$ cat config.mk
export PLATFORM = sky130hd
export DESIGN_NAME = display_writer
export DESIGN_NICKNAME = d
export VERILOG_FILES = /design/src/rtl/display_writer.sv
export SDC_FILE = /design/constraint.sdc
export NUM_CORES = 1
export LEC_CHECK = 0
export CORE_ASPECT_RATIO = 1.1
export CORE_MARGIN = 1.5
export CORE_UTILIZATION = 25
export DETAILED_ROUTE_END_ITERATION = 8
export HOLD_SLACK_MARGIN = 0.15
export MAX_ROUTING_LAYER = met4
export PLACE_DENSITY = 0.48
export SYNTH_ARGS = -nofsm -noshare
export SYNTH_HDL_FRONTEND = slang
export SYNTH_SLANG_ARGS = --single-unit
$ cat constraint.sdc
create_clock -name clock -period 1.7 [get_ports clock]
set_clock_uncertainty 0.1 [all_clocks]
set_input_delay 0.17 -clock clock [delete_from_list [all_inputs] [get_ports clock]]
set_output_delay 0.17 -clock clock [all_outputs]
set_load 0.01 [all_outputs]
$ cat src/rtl/display_writer.sv
// -----------------------------------------------------------------------------
// display_writer
//
// Purpose:
//   On each refresh request, starts one dual2ascii conversion and waits for its
//   result. It then writes the six result digits to a character LCD as a fixed
//   sequence of 8 writes:
//     line-1 address, tens, ones, line-2 address, thousands, hundreds, tens, ones.
//   A conversion that does not answer within TIMEOUT cycles is abandoned
//   without touching the LCD, and timeout_err pulses for one cycle. Refresh
//   requests that arrive while a refresh is in progress are folded into a
//   single pending request, which is served as soon as the block is idle again.
//
// Parameters:
//   CMD_LINE1    LCD set-address command for the first digit of the upper line
//   CMD_LINE2    LCD set-address command for the first digit of the lower line
//   TIMEOUT      cycles to wait for valid_in before abandoning the refresh
//
// Ports:
//   clock        system clock; all state changes on its rising edge
//   reset        asynchronous, active-low reset
//   refresh_tick one-cycle refresh request
//   valid_in     conversion-done pulse from dual2ascii
//   upper10/01   ASCII upper-line digits, tens then ones
//   lower1000..0001  ASCII lower-line digits, most significant first
//   lcd_ready    LCD controller can accept a write this cycle
//   conv_start   one-cycle start pulse to dual2ascii
//   lcd_data     command or character byte (0 when no write is made)
//   lcd_rs       0 = command, 1 = character (0 when no write is made)
//   lcd_we       write strobe; one write per cycle it is high
//   busy         high whenever the FSM is not idle
//   timeout_err  one-cycle pulse when a conversion times out
// -----------------------------------------------------------------------------
module display_writer #(
    parameter logic [7:0] CMD_LINE1 = 8'h80,
    parameter logic [7:0] CMD_LINE2 = 8'hC0,
    parameter int         TIMEOUT   = 64
) (
    input  logic       clock,
    input  logic       reset,
    input  logic       refresh_tick,
    input  logic       valid_in,
    input  logic [7:0] upper10,
    input  logic [7:0] upper01,
    input  logic [7:0] lower1000,
    input  logic [7:0] lower0100,
    input  logic [7:0] lower0010,
    input  logic [7:0] lower0001,
    input  logic       lcd_ready,
    output logic       conv_start,
    output logic [7:0] lcd_data,
    output logic       lcd_rs,
    output logic       lcd_we,
    output logic       busy,
    output logic       timeout_err
);

    typedef enum logic [3:0] {
        IDLE,
        REQ,
        WAIT_CONV,
        WR_CMD1,
        WR_U10,
        WR_U01,
        WR_CMD2,
        WR_L1000,
        WR_L0100,
        WR_L0010,
        WR_L0001
    } state_t;

    // The wait counter is 8 bits and saturates, so a TIMEOUT beyond 256
    // cannot be represented; it is clamped to the longest count available.
    localparam logic [7:0] TO_LAST = (TIMEOUT >= 256) ? 8'hFF : 8'(TIMEOUT - 1);

    state_t     r_state;
    state_t     w_next;
    logic [7:0] r_cnt;
    logic       r_pending;

    logic [7:0] r_u10;
    logic [7:0] r_u01;
    logic [7:0] r_l1000;
    logic [7:0] r_l0100;
    logic [7:0] r_l0010;
    logic [7:0] r_l0001;

    logic       w_wr_active;
    logic [7:0] w_wr_data;
    logic       w_wr_rs;
    logic       w_to_hit;
    logic       w_start_req;

    // r_cnt holds the number of WAIT_CONV cycles already spent, so the
    // TIMEOUT-th waiting cycle is the one that sees r_cnt == TIMEOUT-1.
    assign w_to_hit    = (r_cnt >= TO_LAST);
    assign w_start_req = (r_state == IDLE) && (refresh_tick || r_pending);
    assign busy        = (r_state != IDLE);

    // State register
    always_ff @(posedge clock or negedge reset) begin
        if (!reset) begin
            r_state <= IDLE;
        end else begin
            r_state <= w_next;
        end
    end

    // Next-state logic and per-state outputs
    always_comb begin
        w_next      = r_state;
        conv_start  = 1'b0;
        timeout_err = 1'b0;
        w_wr_active = 1'b0;
        w_wr_data   = 8'h00;
        w_wr_rs     = 1'b0;

        case (r_state)
            IDLE: begin
                if (w_start_req) w_next = REQ;
            end
            REQ: begin
                conv_start = 1'b1;
                w_next     = WAIT_CONV;
            end
            WAIT_CONV: begin
                // A result arriving on the last allowed cycle still counts.
                if (valid_in) begin
                    w_next = WR_CMD1;
                end else if (w_to_hit) begin
                    timeout_err = 1'b1;
                    w_next      = IDLE;
                end
            end
            WR_CMD1: begin
                w_wr_active = 1'b1;
                w_wr_data   = CMD_LINE1;
                if (lcd_ready) w_next = WR_U10;
            end
            WR_U10: begin
                w_wr_active = 1'b1;
                w_wr_data   = r_u10;
                w_wr_rs     = 1'b1;
                if (lcd_ready) w_next = WR_U01;
            end
            WR_U01: begin
                w_wr_active = 1'b1;
                w_wr_data   = r_u01;
                w_wr_rs     = 1'b1;
                if (lcd_ready) w_next = WR_CMD2;
            end
            WR_CMD2: begin
                w_wr_active = 1'b1;
                w_wr_data   = CMD_LINE2;
                if (lcd_ready) w_next = WR_L1000;
            end
            WR_L1000: begin
                w_wr_active = 1'b1;
                w_wr_data   = r_l1000;
                w_wr_rs     = 1'b1;
                if (lcd_ready) w_next = WR_L0100;
            end
            WR_L0100: begin
                w_wr_active = 1'b1;
                w_wr_data   = r_l0100;
                w_wr_rs     = 1'b1;
                if (lcd_ready) w_next = WR_L0010;
            end
            WR_L0010: begin
                w_wr_active = 1'b1;
                w_wr_data   = r_l0010;
                w_wr_rs     = 1'b1;
                if (lcd_ready) w_next = WR_L0001;
            end
            WR_L0001: begin
                w_wr_active = 1'b1;
                w_wr_data   = r_l0001;
                w_wr_rs     = 1'b1;
                if (lcd_ready) w_next = IDLE;
            end
            default: begin
                w_next = IDLE;
            end
        endcase
    end

    // The LCD bus is forced to zero whenever no write is being made, so a
    // stalled state never presents stale data on the pins.
    assign lcd_we   = w_wr_active & lcd_ready;
    assign lcd_data = lcd_we ? w_wr_data : 8'h00;
    assign lcd_rs   = lcd_we & w_wr_rs;

    // Conversion wait counter
    always_ff @(posedge clock or negedge reset) begin
        if (!reset) begin
            r_cnt <= 8'h00;
        end else if (r_state == REQ) begin
            r_cnt <= 8'h00;
        end else if ((r_state == WAIT_CONV) && (r_cnt != 8'hFF)) begin
            r_cnt <= r_cnt + 8'h01;
        end
    end

    // One-deep pending request. Any tick seen while not idle, including one on
    // the final write cycle, is remembered; it is consumed when REQ is entered.
    always_ff @(posedge clock or negedge reset) begin
        if (!reset) begin
            r_pending <= 1'b0;
        end else if (w_start_req) begin
            r_pending <= 1'b0;
        end else if (refresh_tick && (r_state != IDLE)) begin
            r_pending <= 1'b1;
        end
    end

    // Digit capture: only the valid_in seen in WAIT_CONV loads the registers,
    // so later input changes cannot disturb a sequence already under way.
    always_ff @(posedge clock or negedge reset) begin
        if (!reset) begin
            r_u10   <= 8'h00;
            r_u01   <= 8'h00;
            r_l1000 <= 8'h00;
            r_l0100 <= 8'h00;
            r_l0010 <= 8'h00;
            r_l0001 <= 8'h00;
        end else if ((r_state == WAIT_CONV) && valid_in) begin
            r_u10   <= upper10;
            r_u01   <= upper01;
            r_l1000 <= lower1000;
            r_l0100 <= lower0100;
            r_l0010 <= lower0010;
            r_l0001 <= lower0001;
        end
    end

endmodule
==> results.tsv, run 1 <==
stage	metric	value	unit
min_path	Worst Hold Class	input pin to async pin	
critical_path	worst path buffer plus inverter count	2	
finish	nets	470	
critical_path	crit-path max cell delay	430	ps
detailed_routing	Via Count	2608	
critical_path	top cell family by delay on the critical path	flip-flops	
synth	post-synthesis cell area	3190	um^2
critical_path	required time worst endpoint	1430	ps
synth	Synth Warn #	0	
finish	design area	5390	um^2
detailed_routing	drt wl/cell	15.3	um
timing	Fmax achieved	485	MHz
pwr	Pint	6480	uW
finish	filler instances	1210	
finish	Synth-to-Final Area Change	68.8	%
synth	post-synth top area share	0.478	
synth	Seq/Total Area, Yosys	0.478	
die	Row Count	43	
timing	Rel. slew slack	0.745	
synth	multiplexer area fraction after synthesis	0.254	
synth	Synth Area in XOR/XNOR	0.0110	
critical_path	r2r setup slk	-300	ps
finish	share of layout cells above drive strength 1	0.539	
finish	Reg area	1530	um^2
finish	most common cell after layout, fill and taps aside	dfrtp_1	
cts	clk buf depth	2	
timing	Hold Fails Final Rpt	0	
timing	RSZ-0062 raised after global routing	true	
critical_path	Worst Path Max Fanout	4	
critical_path	critical path data arrival time	1790	ps
critical_path	startpoint type of the worst setup path	register	
grt	initial antenna violation count	0	
die	die height	122	um
synth	Post-Syn Area per Cell	12.0	um^2
timing	post-route minimum period	2060	ps
die	CORE AREA	12500	um^2
synth	ys async rst share	1.00	
synth	leading area contributor after synthesis	dfrtp_1	
timing	setup ws final	-362	ps
finish	commonest non-fill, non-tap cells in the layout	58 x dfrtp_1, 55 x buf_4, 51 x clkdlybuf4s50_1, 30 x buf_6, 29 x mux2_2	
timing	worst-margin pin slew	380	ps
timing	final setup fails	72	
synth	Yosys reg bits	61	
grt	global-route wire length before repair	14.2	mm
placed_design	HPWL Detailed	5.82	mm
placed_design	Post-DP Area	4370	um^2
detailed_routing	drt total wl	8.86	mm
critical_path	Worst Reg-to-Reg Cells	8	
cts	TritonCTS clock tree	done	
pwr	Sw Ratio	0.327	
synth	largest family of logic cells by synthesized area	multiplexers	
synth	complex-gate fraction of the synthesized area	0.0905	
detailed_routing	vias per inst	4.51	
synth	Cells after Synth	266	
critical_path	reg-to-reg endpoint	r_l1000[3]	
grt	vias in the first global route	2758	
die	die area	13500	um^2
cts	Inserted Clock Buffers	9	
job	Max-Cap Viols	0	
synth	Post-synth EDFFs	0	
critical_path	WS Path Type	register to output pin	
synth	adder-cell share of the synthesized area	0.00392	
pwr	Clock power frac	0.197	
pwr	Net Switching	3150	uW
detailed_routing	Initial DRC Count	57	
critical_path	slowest CP cell	dfrtp_2	
detailed_routing	drt drc	0	
detailed_routing	drt first pass iters	4	
critical_path	crit path cell chain	and2_4 > o21a_1 > nor2_2 > nand2_2 > buf_6 > a211oi_2 > buf_2	
synth	Synth area leaders	dfrtp_1 48%, mux2_2 11%, mux2_4 9.4%	
pwr	Flop pwr share	0.267	
pwr	P per Cell Area	1790	nW/um^2
cts	clock-pin transition on the worst setup and hold timing paths	50	ps
pwr	Gate power share	0.536	
grt	GR Overflow Total	0	
die	# IOs	66	
critical_path	worst reg2reg startpoint	r_state[0]	
die	Initial Utilization	0.255	
detailed_routing	Routed Antenna Nets	0	
synth	simple-gate share of the synthesized area	0.122	
outcome	failing checks	setup timing	
synth	dominant synthesized flop cell	dfrtp_1	
pwr	Peak VDD IR	0.913	mV
timing	Max Transition Viols Final	0	
outcome	outcome	finished with violations	
finish	area of the multi-input gates	1800	um^2
cts	insertion delay to the later sink of the worst-skew pair	330	ps
cts	Root Driver	clkbuf_16	
cts	Num Clock Sinks	61	
die	die width	111	um
cts	H-tree depth	3	
placed_design	RD Place Congestion	0.822	
synth	Cell variety after synth	45	
synth	Mapped Nets	320	
grt	GRT Overall Usage	0.140	
grt	largest net degree at the start of global routing	62	
placed_design	buffers added on ports	65	
pwr	Leak	0.00241	uW
finish	ANT cells	0	
timing	period utilization	1.21	
placed_design	Post-Place Setup Slack	-438	ps
critical_path	Crit. End Element	output pin	
-- metrics by stage --
stage / total power (uW) / TNS (ps) / instances / hold slack, ps / util
after floorplan: 4800 / -83.0 / 266 / -226 / -
after global placement: 6240 / -20730 / 524 / 112 / 0.349
after detailed placement: 6280 / -21360 / 524 / 114 / 0.349
after CTS: 9260 / -18710 / 570 / 305 / 0.417
after global routing: 10200 / -21420 / 578 / 322 / 0.430
final: 9630 / -16040 / 578 / 272 / 0.430
-- how the worst max path moves through the flow --
| stage | startpoint | endpoint | slack, ps | cells after the start |
|---|---|---|---|---|
| finish | r_state[0] | lcd_data[6] | -360 | 7 |
| global route | r_state[0] | lcd_data[7] | -450 | 7 |
| CTS | r_state[0] | lcd_data[6] | -440 | 7 |
| detailed placement | r_state[1] | lcd_data[7] | -440 | 6 |
| global placement | r_state[0] | lcd_data[4] | -430 | 7 |
| floorplan | r_state[1] | r_state[1] | -50 | 7 |
-- state kept, by name, summed over array words and instances (netlist names) --
| signal | cells |
|---|---|
| r_u01 | 8 |
| r_cnt | 8 |
| r_l0001 | 8 |
| r_l1000 | 8 |
| r_state | 4 |
| r_l0010 | 8 |
| r_l0100 | 8 |
| r_u10 | 8 |
| r_pending | 1 |
-- routing by layer --
metal | part of all wire | GRT usage | vias up
met2 | 0.50 | 0.230 | 53
met1 | 0.45 | 0.170 | 1282
met5 | 0 | - | -
li1 | - | - | 1261
met4 | 0.016 | 0.0489 | 0
met3 | 0.037 | 0.0338 | 12
-- layout make-up --
type / instances / area share
inverter: 3 / 0.00209
clock inverter: 3 / 0.00789
clock buffer: 13 / 0.0501
sequential: 61 / 0.284
tap: 157 / 0.0364
timing repair buffer: 155 / 0.285
multi-input combinational: 186 / 0.334
-- worst reg2reg max path, cell delays in order (launching register included) --
cell and delay [ps]:
dfrtp_2 430, buf_6 150, buf_6 120, nor4b_4 220
buf_4 180, nand2_8 90, buf_12 160, buf_16 150
mux2_4 290
-- synthesized netlist by cell type (2+ instances only) --
cell type and n:
dfrtp_1 61, mux2_2 32, nand2_1 22, mux2_4 20, nor2_1 20, o21ai_0 16, mux2i_1 15, a22oi_1 7
buf_2 7, nor3_1 6, buf_6 5, nor2b_1 5, a21oi_1 3, inv_1 3, nand2b_1 3, xnor2_1 3
a211oi_1 2, a221oi_1 2, a31oi_1 2, and2_1 2, and3_1 2, buf_4 2, clkbuf_1 2, nor3_2 2
nor4_1 2
-- power by group through the flow --
stage	combinational, uW	sequential (uW)	clock (uW)
6_report	5160	2570	1890
5_1_grt	5530	2650	2020
4_1_cts	4750	2550	1960
3_5_place_dp	3710	2570	0
3_3_place_gp	3660	2580	0
2_1_floorplan	2360	2440	0
-- logic make-up (layout without fill, tap and decap cells) --
logic type | after synthesis | count (layout)
flops | 61 | 61
fa+ha+maj | 1 | 1
compound gates | 41 | 41
xor+xnor | 4 | 4
mux | 67 | 67
buf+inv | 20 | 174
simple gates | 72 | 73
-- timing repair --
| action | 4_1_cts | 5_1_grt |
|---|---|---|
| endpoints found under the hold margin | 61 | 0 |
| pin swaps | 36 | 22 |
| resized for setup | 130 | 42 |
| hold buffers | 1 | 0 |
| cloned | 6 | 1 |
| buffers inserted | 25 | 16 |
| endpoints found under the setup margin | 73 | 74 |
(Power assumes the default switching activity.)
==> inputs of run 2 (changes only) <==
- ABC_CLOCK_PERIOD_IN_PS: default -> 1700
==> results of run 2 <==
Final layout, timing and power as in run 1 (identical DEF).
==> inputs of run 3 (changes only) <==
- ABC_AREA: default -> 1
- PLACE_DENSITY: 0.48 -> 0.49
- SKIP_CTS_REPAIR_TIMING: default -> 1
==> results.tsv, run 3 <==
stage	metric	value	unit
outcome	outcome	finished with violations	
outcome	failing checks	setup timing	
grt	GRT Overall Usage	0.144	
timing	Rel. slew slack	0.757	
cts	H-tree depth	3	
synth	Yosys reg bits	61	
placed_design	HPWL Detailed	6.40	mm
pwr	Peak VDD IR	0.812	mV
critical_path	Crit. End Element	output pin	
die	CORE AREA	12000	um^2
detailed_routing	drt drc	0	
die	die area	13000	um^2
timing	worst-margin pin slew	365	ps
critical_path	crit path cell chain	inv_2 > nand2_2 > inv_1 > nand2_1 > nand4_1 > nand2_2 > buf_6 > a21oi_2 > buf_2	
cts	insertion delay to the later sink of the worst-skew pair	330	ps
finish	most common cell after layout, fill and taps aside	nand2_1	
synth	Post-synth EDFFs	0	
synth	Post-Syn Area per Cell	9.37	um^2
synth	Synth area leaders	dfrtp_1 50%, mux2_2 16%, nand2_1 14%	
synth	post-synth top area share	0.497	
die	# IOs	66	
synth	dominant synthesized flop cell	dfrtp_1	
synth	Synth Warn #	0	
detailed_routing	Initial DRC Count	90	
timing	Max Transition Viols Final	0	
pwr	Leak	0.00238	uW
placed_design	buffers added on ports	65	
detailed_routing	drt first pass iters	4	
finish	ANT cells	0	
grt	vias in the first global route	2718	
critical_path	slowest CP cell	dfrtp_2	
synth	leading area contributor after synthesis	dfrtp_1	
synth	Cell variety after synth	23	
detailed_routing	Routed Antenna Nets	0	
critical_path	critical path data arrival time	1790	ps
cts	Root Driver	clkbuf_16	
die	die width	109	um
detailed_routing	vias per inst	4.39	
placed_design	Post-Place Setup Slack	-510	ps
timing	final setup fails	69	
grt	GR Overflow Total	0	
synth	Post-synth top cells	114 x nand2_1, 61 x dfrtp_1, 43 x mux2_2, 26 x nor2_1, 21 x inv_1	
grt	global-route wire length before repair	13.6	mm
finish	design area	5000	um^2
critical_path	worst reg2reg startpoint	r_state[2]	
critical_path	crit path from	r_state[2]	
finish	share of layout cells above drive strength 1	0.403	
grt	initial antenna violation count	0	
cts	clock-pin transition on the worst setup and hold timing paths	50	ps
critical_path	WS Path Type	register to output pin	
placed_design	Post-DP Area	4260	um^2
cts	clk buf depth	2	
timing	post-route minimum period	2060	ps
cts	Num Clock Sinks	61	
timing	period utilization	1.21	
critical_path	Worst Path Max Fanout	5	
grt	largest net degree at the start of global routing	62	
detailed_routing	Via Count	2706	
timing	Hold Fails Final Rpt	0	
finish	commonest non-fill, non-tap cells in the layout	97 x nand2_1, 58 x dfrtp_1, 51 x clkdlybuf4s50_1, 43 x mux2_2, 35 x buf_4	
synth	ys async rst share	1.00	
finish	Synth-to-Final Area Change	62.7	%
synth	post-synthesis cell area	3070	um^2
cts	TritonCTS clock tree	done	
min_path	Worst Hold Class	input pin to async pin	
cts	Inserted Clock Buffers	9	
timing	RSZ-0062 raised after global routing	true	
die	die height	119	um
detailed_routing	drt total wl	9.16	mm
die	Initial Utilization	0.255	
timing	setup ws final	-363	ps
die	Row Count	42	
critical_path	startpoint type of the worst setup path	register	
synth	Cells after Synth	328	
synth	most instantiated library cell after synthesis	nand2_1	
critical_path	crit-path max cell delay	440	ps
finish	nets	511	
placed_design	RD Place Congestion	0.916	
detailed_routing	drt wl/cell	14.9	um
pwr	P per Cell Area	1670	nW/um^2
synth	Mapped Nets	382	
critical_path	required time worst endpoint	1430	ps
synth	Seq/Total Area, Yosys	0.497	
timing	Fmax achieved	485	MHz
critical_path	worst path buffer plus inverter count	4	
job	Max-Cap Viols	0	
critical_path	top cell family by delay on the critical path	buffers and inverters	
critical_path	most frequent CP cell	nand2_2	
run 3: final timing paths:
kind | end | slack (ps) | depth (start not counted)
min reg2reg | r_pending | 400 | 1
min | r_state[0] | 250 | 3
max reg2reg | r_l0100[7] | -170 | 9
max | lcd_data[3] | -360 | 9
min in group clock | r_l1000[2] | 350 | 2
max in group asynchronous | r_state[3] | 910 | 3
run 3: logic make-up (layout without fill, tap and decap cells):
family / count (synthesis) / in the layout / synth area share
AOI/OAI and AO/OA: 15 / 15 / 0.0297
buffers and inverters: 26 / 160 / 0.0440
DFF: 61 / 61 / 0.497
and+or+nand+nor: 174 / 174 / 0.237
adders and majority gates: 1 / 1 / 0.00407
xor gates and xnor gates: 4 / 4 / 0.0114
muxes: 47 / 47 / 0.177
run 3: cell type report:
cell class / instances / area (um^2)
Fill cell: 1179 / 7030
Multi-Input combinational cell: 241 / 1630
Sequential cell: 61 / 1530
Timing Repair Buffer: 123 / 1210
Clock buffer: 12 / 236
Tap cell: 154 / 193
Clock inverter: 4 / 120
Inverter: 21 / 78.8
run 3: per-stage QoR:
stage                      util  instances  hold slack, ps  total power, uW  TNS, ps
after floorplan               -        328            -226             4130        0
after global placement    0.354        589             114             5380   -10230
after detailed placement  0.354        589             118             5440   -10380
after CTS                 0.383        605            -237             7720   -15700
after global routing      0.415        616             318             8890   -15860
final                     0.415        616             253             8370   -10680
run 3: layer usage:
| metal | GRT usage | part of all wire | vias to the layer above |
|---|---|---|---|
| met5 | - | 0 | - |
| met4 | 0.0551 | 0.011 | 0 |
| met3 | 0.0383 | 0.043 | 13 |
| met2 | 0.230 | 0.50 | 58 |
| met1 | 0.173 | 0.44 | 1304 |
| li1 | - | - | 1331 |
run 3: worst min-delay path, delay by kind of cell:
family	cells	cell delay [ps]
buffers and inverters	3	910
run 3: power by group:
part | switching, uW | leakage, uW | total [uW] | internal [uW]
clock | 649 | 0.000171 | 2230 | 1580
combinational | 1640 | 0.00147 | 3560 | 1920
sequential | 446 | 0.000741 | 2580 | 2140
total | 2740 | 0.00238 | 8370 | 5640
